## config.mk

```make
export PLATFORM = sky130hd
export DESIGN_NAME = load_store_unit_flat
export DESIGN_NICKNAME = d
export VERILOG_FILES = /design/src/rtl/load_store_unit_if.sv /design/src/rtl/load_store_unit.sv /design/src/flat_wrapper.sv
export SDC_FILE = /design/constraint.sdc
export NUM_CORES = 1
export LEC_CHECK = 0
export ABC_CLOCK_PERIOD_IN_PS = 4200
export BUFFER_PORTS_ARGS = -buffer_cell sky130_fd_sc_hd__buf_2
export CORE_UTILIZATION = 45
export CTS_CLUSTER_DIAMETER = 120
export CTS_CLUSTER_SIZE = 30
export DETAILED_ROUTE_END_ITERATION = 8
export PLACE_DENSITY = 0.94
export SETUP_SLACK_MARGIN = 0.5
export SYNTH_ARGS = -nofsm -noshare
export SYNTH_HDL_FRONTEND = slang
export SYNTH_SLANG_ARGS = --single-unit
```

## constraint.sdc

```tcl
create_clock -name clk -period 4.2 [get_ports clk]
set_clock_uncertainty 0.2 [all_clocks]
set_input_delay 0.84 -clock clk [delete_from_list [all_inputs] [get_ports clk]]
set_output_delay 0.84 -clock clk [all_outputs]
set_load 0.01 [all_outputs]
```

## src/rtl/load_store_unit_if.sv

```systemverilog
// Request/response bus between the execute stage and the load/store unit.
// Handshake: a request transfers on a clock edge where req_valid && req_ready
// and mem_op != MEM_DISABLE; upstream holds the request stable until then.
// resp_valid is a one-cycle pulse with no backpressure; misaligned and
// resp_data are meaningful only while resp_valid is high.
interface load_store_unit_if;
    logic        req_valid;
    logic        req_ready;
    logic [1:0]  mem_op;
    logic [1:0]  size;
    logic [31:0] addr;
    logic [31:0] wdata;
    logic        resp_valid;
    logic [31:0] resp_data;
    logic        misaligned;

    modport master (
        output req_valid, mem_op, size, addr, wdata,
        input  req_ready, resp_valid, resp_data, misaligned
    );

    modport slave (
        input  req_valid, mem_op, size, addr, wdata,
        output req_ready, resp_valid, resp_data, misaligned
    );
endinterface

```

## src/rtl/load_store_unit.sv

```systemverilog
// Load/store unit driving port B of the data RAM. One request in flight:
// stores complete the cycle after accept, loads wait for the RAM's read
// data, extract and extend the addressed lane, then respond.
module load_store_unit #(
    parameter logic [1:0] MEM_DISABLE   = 2'b00,
    parameter logic [1:0] MEM_READ_SEXT = 2'b01,
    parameter logic [1:0] MEM_READ_ZEXT = 2'b10,
    parameter logic [1:0] MEM_WRITE     = 2'b11
) (
    input  logic                    clk,
    input  logic                    reset,
    load_store_unit_if.slave        bus,
    output logic [31:0]             ram_addr,
    output logic [31:0]             ram_din,
    output logic                    ram_en,
    output logic [3:0]              ram_we,
    input  logic [31:0]             ram_dout,
    input  logic                    ram_read_valid,
    input  logic                    ram_not_ready,
    output logic [1:0]              debugState
);

    typedef enum logic [1:0] {
        IDLE = 2'b00,
        WAIT = 2'b01,
        RESP = 2'b10
    } stateType;

    stateType    state;
    stateType    nextState;
    logic        accept;
    logic        fault;
    logic [1:0]  offsetQ;
    logic [1:0]  sizeQ;
    logic        sextQ;
    logic [31:0] respDataQ;
    logic        misalignedQ;
    logic [31:0] lane;
    logic [31:0] loadResult;

    // Ready only when idle, the RAM is free and we are not in reset.
    assign bus.req_ready  = (state == IDLE) && !ram_not_ready && !reset;
    assign accept         = bus.req_ready && bus.req_valid && (bus.mem_op != MEM_DISABLE);
    assign bus.resp_valid = (state == RESP);
    assign bus.resp_data  = respDataQ;
    assign bus.misaligned = misalignedQ && (state == RESP);
    assign debugState     = state;

    // Alignment check on the incoming request.
    always_comb begin
        fault = 1'b0;
        case (bus.size)
            2'b00:   fault = 1'b0;
            2'b01:   fault = bus.addr[0];
            2'b10:   fault = (bus.addr[1:0] != 2'b00);
            default: fault = 1'b1;
        endcase
    end

    // Next-state logic; RAM strobes are driven only in the accept cycle.
    always_comb begin
        nextState = state;
        ram_en    = 1'b0;
        ram_we    = 4'b0000;
        ram_addr  = 32'h0;
        ram_din   = 32'h0;
        case (state)
            IDLE: begin
                if (accept) begin
                    if (fault) begin
                        nextState = RESP;
                    end else begin
                        ram_en   = 1'b1;
                        ram_addr = {bus.addr[31:2], 2'b00};
                        if (bus.mem_op == MEM_WRITE) begin
                            nextState = RESP;
                            case (bus.size)
                                2'b00: begin
                                    ram_we  = 4'b0001 << bus.addr[1:0];
                                    ram_din = {4{bus.wdata[7:0]}};
                                end
                                2'b01: begin
                                    ram_we  = 4'b0011 << {bus.addr[1], 1'b0};
                                    ram_din = {2{bus.wdata[15:0]}};
                                end
                                default: begin
                                    ram_we  = 4'b1111;
                                    ram_din = bus.wdata;
                                end
                            endcase
                        end else begin
                            nextState = WAIT;
                        end
                    end
                end
            end
            WAIT: begin
                if (ram_read_valid) begin
                    nextState = RESP;
                end
            end
            RESP: begin
                nextState = IDLE;
            end
            default: begin
                nextState = IDLE;
            end
        endcase
    end

    // State register.
    always_ff @(posedge clk) begin
        if (reset) begin
            state <= IDLE;
        end else begin
            state <= nextState;
        end
    end

    // Shift the addressed lane down and extend it per the latched load kind.
    always_comb begin
        lane       = ram_dout >> {offsetQ, 3'b000};
        loadResult = lane;
        case (sizeQ)
            2'b00:   loadResult = sextQ ? {{24{lane[7]}}, lane[7:0]} : {24'h0, lane[7:0]};
            2'b01:   loadResult = sextQ ? {{16{lane[15]}}, lane[15:0]} : {16'h0, lane[15:0]};
            default: loadResult = lane;
        endcase
    end

    // Latch request attributes on accept; capture load data when it arrives.
    always_ff @(posedge clk) begin
        if (reset) begin
            offsetQ     <= 2'b00;
            sizeQ       <= 2'b00;
            sextQ       <= 1'b0;
            respDataQ   <= 32'h0;
            misalignedQ <= 1'b0;
        end else if (accept) begin
            offsetQ     <= bus.addr[1:0];
            sizeQ       <= bus.size;
            sextQ       <= (bus.mem_op == MEM_READ_SEXT);
            respDataQ   <= 32'h0;
            misalignedQ <= fault;
        end else if ((state == WAIT) && ram_read_valid) begin
            respDataQ   <= loadResult;
        end
    end

endmodule
```

## src/flat_wrapper.sv

```systemverilog
// flat-port wrapper written by rule: the top's interface ports become plain ports
module load_store_unit_flat 
#(
    parameter logic [1:0] MEM_DISABLE   = 2'b00,
    parameter logic [1:0] MEM_READ_SEXT = 2'b01,
    parameter logic [1:0] MEM_READ_ZEXT = 2'b10,
    parameter logic [1:0] MEM_WRITE     = 2'b11
)
  (clk, reset, ram_addr, ram_din, ram_en, ram_we, ram_dout, ram_read_valid, ram_not_ready, debugState, bus_req_valid, bus_mem_op, bus_size, bus_addr, bus_wdata, bus_req_ready, bus_resp_valid, bus_resp_data, bus_misaligned);
  load_store_unit_if bus_i ();
  input  logic clk;
  input  logic reset;
  output logic [31:0] ram_addr;
  output logic [31:0] ram_din;
  output logic ram_en;
  output logic [3:0] ram_we;
  input  logic [31:0] ram_dout;
  input  logic ram_read_valid;
  input  logic ram_not_ready;
  output logic [1:0] debugState;
  input wire logic [$bits(bus_i.req_valid)-1:0] bus_req_valid;
  input wire logic [$bits(bus_i.mem_op)-1:0] bus_mem_op;
  input wire logic [$bits(bus_i.size)-1:0] bus_size;
  input wire logic [$bits(bus_i.addr)-1:0] bus_addr;
  input wire logic [$bits(bus_i.wdata)-1:0] bus_wdata;
  output wire logic [$bits(bus_i.req_ready)-1:0] bus_req_ready;
  output wire logic [$bits(bus_i.resp_valid)-1:0] bus_resp_valid;
  output wire logic [$bits(bus_i.resp_data)-1:0] bus_resp_data;
  output wire logic [$bits(bus_i.misaligned)-1:0] bus_misaligned;
  assign bus_i.req_valid = bus_req_valid;
  assign bus_i.mem_op = bus_mem_op;
  assign bus_i.size = bus_size;
  assign bus_i.addr = bus_addr;
  assign bus_i.wdata = bus_wdata;
  assign bus_req_ready = bus_i.req_ready;
  assign bus_resp_valid = bus_i.resp_valid;
  assign bus_resp_data = bus_i.resp_data;
  assign bus_misaligned = bus_i.misaligned;
  load_store_unit #(.MEM_DISABLE(MEM_DISABLE), .MEM_READ_SEXT(MEM_READ_SEXT), .MEM_READ_ZEXT(MEM_READ_ZEXT), .MEM_WRITE(MEM_WRITE)) u_core (.clk(clk), .reset(reset), .bus(bus_i), .ram_addr(ram_addr), .ram_din(ram_din), .ram_en(ram_en), .ram_we(ram_we), .ram_dout(ram_dout), .ram_read_valid(ram_read_valid), .ram_not_ready(ram_not_ready), .debugState(debugState));
endmodule
```

==> results of run 1 <==
## kinds of logic after synthesis
logic type | after synthesis | share of synthesized area, %
other | 1 | 0.1295
buffers and inverters | 34 | 5.874
AOI/OAI and AO/OA | 87 | 22.03
DFF | 40 | 27.65
and+or+nand+nor | 156 | 27.52
muxes | 46 | 16.80
## cells in the mapped netlist, drive strengths merged (6+ instances only)
cell type | number | share of area, %
a21oi | 37 | 6.8
and2 | 47 | 10
buf | 16 | 3.5
clkbuf | 17 | 2.2
dfxtp | 40 | 28
mux2 | 11 | 4.3
mux2i | 34 | 12
nand2 | 28 | 3.7
nand2b | 6 | 1.3
nor2 | 49 | 6.4
nor2b | 8 | 1.7
nor3 | 11 | 1.9
o211ai | 8 | 2.5
o21ai | 10 | 1.7
o221a | 16 | 6.2
o2bb2ai | 7 | 2.1
## per-stage QoR
step	util, %	cells
finish	65.94	627
detailed placement	64.33	619
global route	65.94	627
global placement	64.33	619
floorplan	-	365
CTS	65.85	627
## per-layer routing
metal  up-vias  share of wire (%)  global-route usage, %
met2       210                 50                  51.98
li1       1648                  -                      -
met5         -                  0                      0
met4         0                3.1                  11.75
met1      1619                 38                  33.56
met3        28                8.4                  5.055
## worst paths after layout
| path | startpoint | to | slack, ps |
|---|---|---|---|
| max | reset | ram_din[7] | 730 |
| min | u_core.bus.resp_data[6] | u_core.bus.resp_data[6] | 260 |
| max reg2reg | u_core.offsetQ[1] | u_core.bus.resp_data[24] | 1330 |
| min reg2reg | u_core.bus.resp_data[6] | u_core.bus.resp_data[6] | 260 |
## cell type report
cell class | count | area share, %
repair buffers | 212 | 26.80
flip-flops and latches | 40 | 20.04
well taps | 75 | 2.348
clock inverters | 2 | 0.2505
clock buffers | 6 | 2.066
multi-input cells | 291 | 48.40
inverters | 1 | 0.09393
## tightest hold or removal path: stages (launching register included)
cell and delay [ps]:
dfxtp_1 310, nand2_1 50, a21oi_1 50
## power by group through the flow
stage               logic (uW)  registers, uW  clock network, uW
floorplan                  101            402                  0
global placement           182            403                  0
detailed placement         190            403                  0
CTS                        190            394                266
global route               208            395                283
finish                     193            394                263
## flip-flops by register name, indices dropped and copies added (netlist names)
register	count
u_core.sizeQ	2
u_core.offsetQ	2
u_core.sextQ	1
u_core.bus.resp_data	32
u_core.debugState	2
u_core.misalignedQ	1
## timing repair
| item | 4_1_cts | 5_1_grt |
|---|---|---|
| gates resized for setup | 0 | 2 |
| hold buffers | 0 | 0 |
| endpoints found under the setup margin | 0 | 28 |
==> results.py, run 1 <==
metrics = {
    "finish": {
        "diodes": 0,
        "final_area_um2": 3996,
        "ff_latch_area_um2": 800.8,
        "nFillCells": 515,
        "fin_nets": 656,
        "syn2layout_area_growth_pct": 37.97,
        "final_cell_mix": "buf_2 (208), nor2_1 (48), and2_1 (47)",
        "final_common_cell": "buf_2",
        "drive_gt1_share_pct": 46.92,
        "multiInputGateArea_um2": 1934,
    },
    "clock_network": {
        "clockBufferDepth": 2,
        "cts_buffers": 5,
        "h-tree-depth": 2,
        "cts_sinks": 40,
        "insertion_delay_ps": 280,
        "cts_tree": "built",
        "cts_root_buf": "clkbuf_8",
        "post_cts_buffers": 0,
        "path_clk_slew_ps": 70,
    },
    "yosys": {
        "synth_edf_count": 0,
        "synth.distinct_cells": 43,
        "netlist_area_um2": 2897,
        "ys_seq_elements": 40,
        "synthArstFlopShare_pct": 0,
        "ys_warn_count": 0,
        "synth_cells": 364,
        "syn_area_per_cell_um2": 7.957,
        "ys_seq_area_share_pct": 27.65,
        "yosys_most_used_dff": "dfxtp_1",
    },
    "worst_setup_path": {
        "rr_worst_depth": 3,
        "crit_type": "input pin to primary output",
        "worstPathRequired_ps": 3160,
        "worstPathMaxFanout": 11,
        "crit_chain": "buf_2 > nor4_4 > nand2_2 > nor3_1 > and2_1 > buf_2",
        "cp.depth": 6,
        "crit_slowest_cell": "nor3_1",
        "cp_top_family": "simple AND/OR/NAND/NOR gates",
        "cpMostUsedCell": "buf_2",
        "crit_arrival_ps": 2430,
        "cpPeakStageDelay_ps": 600,
        "startpoint_type": "input pin",
        "endpoint_kind": "primary output",
        "critPathBufInv": 2,
    },
    "die": {
        "initial_core_util_pct": 47.79,
        "row_count": 28,
        "die_w_um": 82.23,
        "fp.dieArea_um2": 6762,
        "die_height_um": 82.23,
        "io_pins": 211,
        "coreArea_um2": 6061,
    },
    "sta": {
        "fmax_mhz": 288.2,
        "timing.hold.ws_ps": 258.6,
        "hold_viol": 0,
        "setup-tns-final_ps": 0,
        "fin_crit_ps": 3469,
        "worstMarginPinSlew_ps": 1182,
        "slew_viol_final": 0,
        "setup_slack_ps": 730.5,
        "setup_viol": 0,
        "rsz0062_at_grt": "no",
        "slew_headroom_pct": 20.75,
        "post-route-period-util_pct": 82.61,
    },
    "global_routing": {
        "grt_pass1_wl_um": 14800,
        "grt_max_degree": 37,
        "grt_usage_pct": 28.89,
        "antenna_found_initial": 0,
        "grt-ovfl-total": 0,
        "grt_pass1_vias": 3042,
    },
    "run_status": {
        "status": "finished, final reports clean",
    },
    "pwr": {
        "total_power_uw": 849.8,
        "power_frac_clock_pct": 30.9,
        "power_frac_seq_pct": 46.4,
        "leakage_uw": 0.002067,
        "p_per_area_nw_per_um2": 212.6,
        "p_sw_share_pct": 28.74,
        "p_int_uw": 605.6,
        "vdd_ir_drop_max_v": 0.0001544,
        "switchingPower_uw": 244.2,
        "combPwrFrac_pct": 22.7,
    },
    "placement": {
        "place_area_um2": 3899,
        "gp_congestion": 0.9316,
        "post-dp-hpwl_um": 8094,
        "numPortBuffers": 208,
        "pre_cts_ws_ps": 551.4,
    },
    "drt": {
        "final_antenna_net_count": 0,
        "vias_per_cell": 5.590,
        "drt_iter0_markers": 330,
        "firstDrtPassIters": 5,
        "wl_per_cell_um": 16.05,
        "drc": 0,
        "drt-total-wl_um": 10060,
        "num_vias": 3505,
    },
    "worst_hold_path": {
        "whs_path_depth": 2,
        "hp-class": "flop to flop",
    },
    "job": {
        "timing.max_cap.violations": 0,
    },
}
Note: power is estimated with default switching activity, not from simulation.
==> run 2, diff against run 1 <==
--- a/config.mk
+++ b/config.mk
@@ -5,13 +5,13 @@
 export SDC_FILE = /design/constraint.sdc
 export NUM_CORES = 1
 export LEC_CHECK = 0
-export ABC_CLOCK_PERIOD_IN_PS = 4200
+export ABC_CLOCK_PERIOD_IN_PS = 3200
 export BUFFER_PORTS_ARGS = -buffer_cell sky130_fd_sc_hd__buf_2
-export CORE_UTILIZATION = 45
+export CORE_UTILIZATION = 41
 export CTS_CLUSTER_DIAMETER = 120
 export CTS_CLUSTER_SIZE = 30
 export DETAILED_ROUTE_END_ITERATION = 8
-export PLACE_DENSITY = 0.94
+export PLACE_DENSITY = 0.87
 export SETUP_SLACK_MARGIN = 0.5
 export SYNTH_ARGS = -nofsm -noshare
 export SYNTH_HDL_FRONTEND = slang
==> constraint.sdc (replaced) <==
create_clock -name clk -period 3.2 [get_ports clk]
set_clock_uncertainty 0.2 [all_clocks]
set_input_delay 0.64 -clock clk [delete_from_list [all_inputs] [get_ports clk]]
set_output_delay 0.64 -clock clk [all_outputs]
set_load 0.01 [all_outputs]
==> results.py, run 2 (synthesis gave the netlist of run 1 again) <==
metrics = {
    "global_routing": {
        "antenna_found_initial": 0,
        "grt_pass1_vias": 3277,
        "grt_usage_pct": 26.83,
        "grt_max_degree": 37,
        "grt_pass1_wl_um": 15770,
        "grt-ovfl-total": 0,
    },
    "finish": {
        "fin_nets": 675,
        "syn2layout_area_growth_pct": 55.03,
        "ff_latch_area_um2": 804.5,
        "final_common_cell": "buf_2",
        "largest_register_ffs": 32,
        "nFillCells": 585,
        "drive_gt1_share_pct": 54.82,
        "final_cell_mix": "buf_2 (190), dfxtp_1 (39), mux2i_1 (34)",
        "diodes": 0,
        "multiInputGateArea_um2": 2057,
        "final_area_um2": 4491,
    },
    "worst_setup_path": {
        "critPathBufInv": 3,
        "crit_chain": "buf_6 > nor4_4 > nand2_2 > or3_4 > clkbuf_16 > a21oi_2 > buf_2",
        "cpPeakStageDelay_ps": 430,
        "r2r_slack_ps": 710,
        "endpoint_kind": "primary output",
        "crit_start": "reset",
        "cp.depth": 7,
        "timing.rr.end": "u_core.bus.resp_data[31]",
        "crit_arrival_ps": 1970,
        "crit_type": "input pin to primary output",
        "crit_slowest_cell": "or3_4",
        "worstPathRequired_ps": 2360,
        "endpoint": "ram_din[8]",
        "reg2reg_from": "u_core.debugState[0]",
        "startpoint_type": "input pin",
        "rr_worst_depth": 7,
        "worstPathMaxFanout": 7,
        "cp_top_family": "simple AND/OR/NAND/NOR gates",
    },
    "drt": {
        "firstDrtPassIters": 4,
        "top_layer": "met4",
        "met2WireLength_um": 5559,
        "vias_per_cell": 5.271,
        "final_antenna_net_count": 0,
        "drt-total-wl_um": 10560,
        "wl_met3_um": 691,
        "num_vias": 3516,
        "wl_per_cell_um": 15.83,
        "drc": 0,
        "met1_length_um": 4038,
        "drt_iter0_markers": 253,
    },
    "placement": {
        "gp_congestion": 0.9077,
        "pre_cts_ws_ps": 312.4,
        "post-dp-hpwl_um": 7930,
        "place_area_um2": 4035,
        "numPortBuffers": 208,
    },
    "pwr": {
        "power_frac_seq_pct": 44.7,
        "combPwrFrac_pct": 25.0,
        "p_per_area_nw_per_um2": 256.1,
        "p_sw_share_pct": 29.01,
        "vdd_ir_drop_max_v": 0.0001740,
        "p_int_uw": 816.5,
        "power_frac_clock_pct": 30.3,
        "switchingPower_uw": 333.7,
        "leakage_uw": 0.002224,
    },
    "clock_network": {
        "ctsHoldBuffers": 0,
        "cts_tree": "built",
        "cts_root_buf": "clkbuf_8",
        "clockBufferDepth": 2,
        "path_clk_slew_ps": 80,
        "cts_sinks": 40,
        "cts_buffers": 5,
        "insertion_delay_ps": 290,
        "h-tree-depth": 2,
    },
    "die": {
        "io_pins": 211,
        "coreArea_um2": 6794,
        "initial_core_util_pct": 42.63,
        "row_count": 30,
        "fp.dieArea_um2": 7405,
        "die_w_um": 86.05,
        "die_height_um": 86.05,
    },
    "job": {
        "timing.max_cap.violations": 0,
    },
    "sta": {
        "fin_crit_ps": 2810,
        "slew_viol_final": 0,
        "setup_viol": 0,
        "slew_headroom_pct": 23.80,
        "worstMarginPinSlew_ps": 1141,
        "setup-tns-final_ps": 0,
        "post-route-period-util_pct": 87.81,
        "hold_viol": 0,
        "rsz0062_at_grt": "yes",
        "fmax_mhz": 355.9,
        "setup_slack_ps": 390.2,
    },
    "worst_hold_path": {
        "hp-class": "flop to flop",
        "worstHoldStart": "u_core.bus.resp_data[6]",
    },
    "run_status": {
        "status": "finished, final reports clean",
    },
}
## run 2: cell count changes in the layout (fill, tap and decap cells not counted), sizes merged
cell      change
clkinv        -2
clkinvlp      +1
clkbuf        +2
buf          +18
## run 2: cell type report
cell class | count | share of cell area [%]
Clock inverter | 1 | 0.1672
Timing Repair Buffer | 231 | 31.43
Tap cell | 96 | 2.675
Multi-Input combinational cell | 291 | 45.81
Inverter | 1 | 0.08359
Clock buffer | 7 | 1.923
Sequential cell | 40 | 17.92
## run 2: metrics by stage
step	total power [uW]	hold WS (ps)	util, %	cells
2_1_floorplan	664.4	271.9	-	365
3_3_place_gp	778.7	244.6	59.39	649
3_5_place_dp	785.4	251.1	59.39	649
4_1_cts	1147	262.5	64.66	664
5_1_grt	1200	273.1	66.10	667
6_report	1150	257.6	66.10	667
## run 2: worst register-to-register path: stages (launching register included)
cell and delay [ps]:
dfxtp_1 380, nor4_4 70, buf_4 140, o211ai_4 80, buf_4 140, buf_4 150
nor2b_1 900, o221a_2 360
## run 2: worst min path at each step
stage / endpoint / slack, ps / cells after the start
CTS: u_core.bus.resp_data[5] / 260 / 2
global route: u_core.bus.resp_data[5] / 270 / 2
detailed placement: u_core.bus.resp_data[5] / 250 / 2
finish: u_core.bus.resp_data[6] / 260 / 2
floorplan: u_core.misalignedQ / 270 / 2
global placement: u_core.bus.resp_data[5] / 240 / 2
## run 2: timing repair
item	in CTS	in global routing
cloned	3	1
setup buffers	4	2
endpoints found under the setup margin	58	74
pin swaps	11	9
hold endpoints to repair	0	0
gates resized for setup	44	11
## run 2: power groups by stage
stage | clock, uW | sequential, uW | combinational [uW]
after global routing | 375 | 515 | 310
final | 348 | 514 | 288
after detailed placement | 0 | 527 | 259
after floorplan | 0 | 528 | 137
after CTS | 355 | 514 | 278
after global placement | 0 | 526 | 253
## run 2: layer usage
| layer | vias up | GRT usage, % |
|---|---|---|
| met3 | 25 | 4.331 |
| met4 | 0 | 8.788 |
| met1 | 1633 | 30.89 |
| met2 | 176 | 50.07 |
| li1 | 1682 | - |
| met5 | - | 0 |
==> run 3, diff against run 2 <==
--- a/config.mk
+++ b/config.mk
@@ -7,11 +7,12 @@
 export LEC_CHECK = 0
 export ABC_CLOCK_PERIOD_IN_PS = 3200
 export BUFFER_PORTS_ARGS = -buffer_cell sky130_fd_sc_hd__buf_2
-export CORE_UTILIZATION = 41
+export CORE_UTILIZATION = 42
+export CTS_BUF_LIST = sky130_fd_sc_hd__clkbuf_4
 export CTS_CLUSTER_DIAMETER = 120
 export CTS_CLUSTER_SIZE = 30
 export DETAILED_ROUTE_END_ITERATION = 8
-export PLACE_DENSITY = 0.87
+export PLACE_DENSITY = 0.89
 export SETUP_SLACK_MARGIN = 0.5
 export SYNTH_ARGS = -nofsm -noshare
 export SYNTH_HDL_FRONTEND = slang
==> results.py, run 3 (synthesis gave the netlist of run 1 again) <==
metrics = {
    "die": {
        "io_pins": 211,
        "coreArea_um2": 6495,
        "row_count": 29,
        "fp.dieArea_um2": 7233,
        "initial_core_util_pct": 44.60,
        "die_w_um": 85.05,
        "die_height_um": 85.05,
    },
    "global_routing": {
        "grt_usage_pct": 28.48,
        "grt_max_degree": 37,
        "grt_pass1_wl_um": 16400,
        "antenna_found_initial": 0,
        "grt_pass1_vias": 3337,
        "grt-ovfl-total": 0,
    },
    "worst_hold_path": {
        "whs_path_depth": 2,
        "hp-class": "flop to flop",
    },
    "clock_network": {
        "cts_tree": "built",
        "cts_sinks": 40,
        "clockBufferDepth": 2,
        "h-tree-depth": 2,
        "insertion_delay_ps": 360,
        "cts_buffers": 5,
        "path_clk_slew_ps": 120,
        "cts_root_buf": "clkbuf_4",
    },
    "finish": {
        "final_cell_mix": "buf_2 (178), dfxtp_1 (38), mux2i_1 (34), buf_6 (34), nor2_1 (31)",
        "diodes": 0,
        "nFillCells": 512,
        "largest_register_ffs": 32,
        "syn2layout_area_growth_pct": 56.54,
        "fin_nets": 674,
        "drive_gt1_share_pct": 58.07,
        "stdcell_count": 647,
        "final_common_cell": "buf_2",
    },
    "sta": {
        "slew_viol_final": 0,
        "post-route-period-util_pct": 89.37,
        "hold_viol": 0,
        "fin_crit_ps": 2860,
        "rsz0062_at_grt": "yes",
        "slew_headroom_pct": 25.23,
        "worstMarginPinSlew_ps": 1115,
        "setup-tns-final_ps": 0,
        "setup_viol": 0,
        "fmax_mhz": 349.7,
    },
    "drt": {
        "wl_per_cell_um": 17.54,
        "firstDrtPassIters": 5,
        "drt-total-wl_um": 11350,
        "drc": 0,
        "num_vias": 3616,
        "drt_iter0_markers": 243,
        "vias_per_cell": 5.589,
        "final_antenna_net_count": 0,
    },
    "worst_setup_path": {
        "crit_slowest_cell": "or3_4",
        "crit_chain": "nor4_4 > nand2_2 > or3_4 > clkbuf_16 > a21oi_4 > buf_6",
        "worstPathMaxFanout": 7,
        "crit_type": "flop to primary output",
        "critPathBufInv": 2,
        "rr_worst_depth": 7,
        "cp_top_family": "simple AND/OR/NAND/NOR gates",
        "crit_arrival_ps": 2020,
        "startpoint_type": "flop",
        "cp.depth": 6,
        "worstPathRequired_ps": 2360,
        "cpPeakStageDelay_ps": 450,
        "endpoint_kind": "primary output",
    },
    "placement": {
        "post-dp-hpwl_um": 7792,
        "placedCellCount": 628,
        "numPortBuffers": 208,
        "gp_congestion": 0.8977,
    },
    "pwr": {
        "total_power_uw": 1156,
        "vdd_ir_drop_max_v": 0.0001852,
        "leakage_uw": 0.002233,
        "p_per_area_nw_per_um2": 254.9,
    },
    "job": {
        "timing.max_cap.violations": 0,
    },
    "run_status": {
        "status": "finished, final reports clean",
    },
}
-- run 3: cell types whose count changed in the layout (fill, tap and decap cells not counted), moves of 3 or more --
| cell | previous run | this run |
|---|---|---|
| a21oi_1 | 31 | 26 |
| a21oi_2 | 6 | 10 |
| and2_1 | 33 | 20 |
| and2_4 | 14 | 27 |
| buf_2 | 190 | 178 |
| buf_6 | 20 | 34 |
| clkbuf_4 | 0 | 6 |
| clkbuf_8 | 6 | 0 |
| nor2_2 | 14 | 17 |
| nor2_4 | 4 | 1 |
-- run 3: repair_timing --
| action | 4_1_cts | 5_1_grt |
|---|---|---|
| pin swaps | 29 | 5 |
| gates resized for setup | 46 | 37 |
| buffers inserted | 4 | 2 |
| setup endpoints to repair | 59 | 59 |
| hold buffers | 0 | 0 |
| gates cloned | 4 | 1 |
-- run 3: path summary, 6_finish.rpt --
check / startpoint / to / slack [ps]
worst max-delay path: u_core.debugState[0] / ram_din[15] / 340
worst min-delay path: u_core.bus.resp_data[7] / u_core.bus.resp_data[7] / 270
worst max register to register: u_core.debugState[1] / u_core.bus.resp_data[24] / 710
worst min register to register: u_core.bus.resp_data[7] / u_core.bus.resp_data[7] / 270
-- run 3: layout make-up --
type                       instances  area [um^2]  share of cell area, %
multi-input combinational        291         2087                  46.03
timing repair buffer             230         1459                  32.17
sequential                        40        808.3                  17.83
tap                               77        96.34                  2.125
clock buffer                       6        45.04                 0.9934
clock inverter                     2        35.03                 0.7726
inverter                           1        3.754                0.08278
-- run 3: power breakdown --
part,leakage [uW],internal (uW),switching (uW),total (uW)
Combinational,0.00186,138,157,295
Clock,0.0000456,172,174,347
Sequential,0.000325,506,7.97,514
-- run 3: worst min-delay path, cell delays in order (launching register included) --
cell	delay, ps
dfxtp_1	330
nand2_1	50
a21oi_1	50
-- run 3: metrics by stage --
stage,hold slack (ps),cell area (um^2),util (%),setup slack [ps]
2_1_floorplan,271.9,2943,-,425.2
3_3_place_gp,242.7,3996,61.53,358.3
6_report,270.1,4534,69.81,340.3
4_1_cts,271.8,4330,66.67,376.5
5_1_grt,286.5,4534,69.81,253.4
3_5_place_dp,256.1,3996,61.53,330.5
-- run 3: layer usage --
metal  wire, um  up-vias  track usage, %  share of wire (%)
met5          0        -               0                  0
met4        332        0           9.861                2.9
met3        915       33           6.323                8.1
met2       5744      219           50.88                 51
met1       4355     1679           33.49                 38
li1           -     1685               -                  -
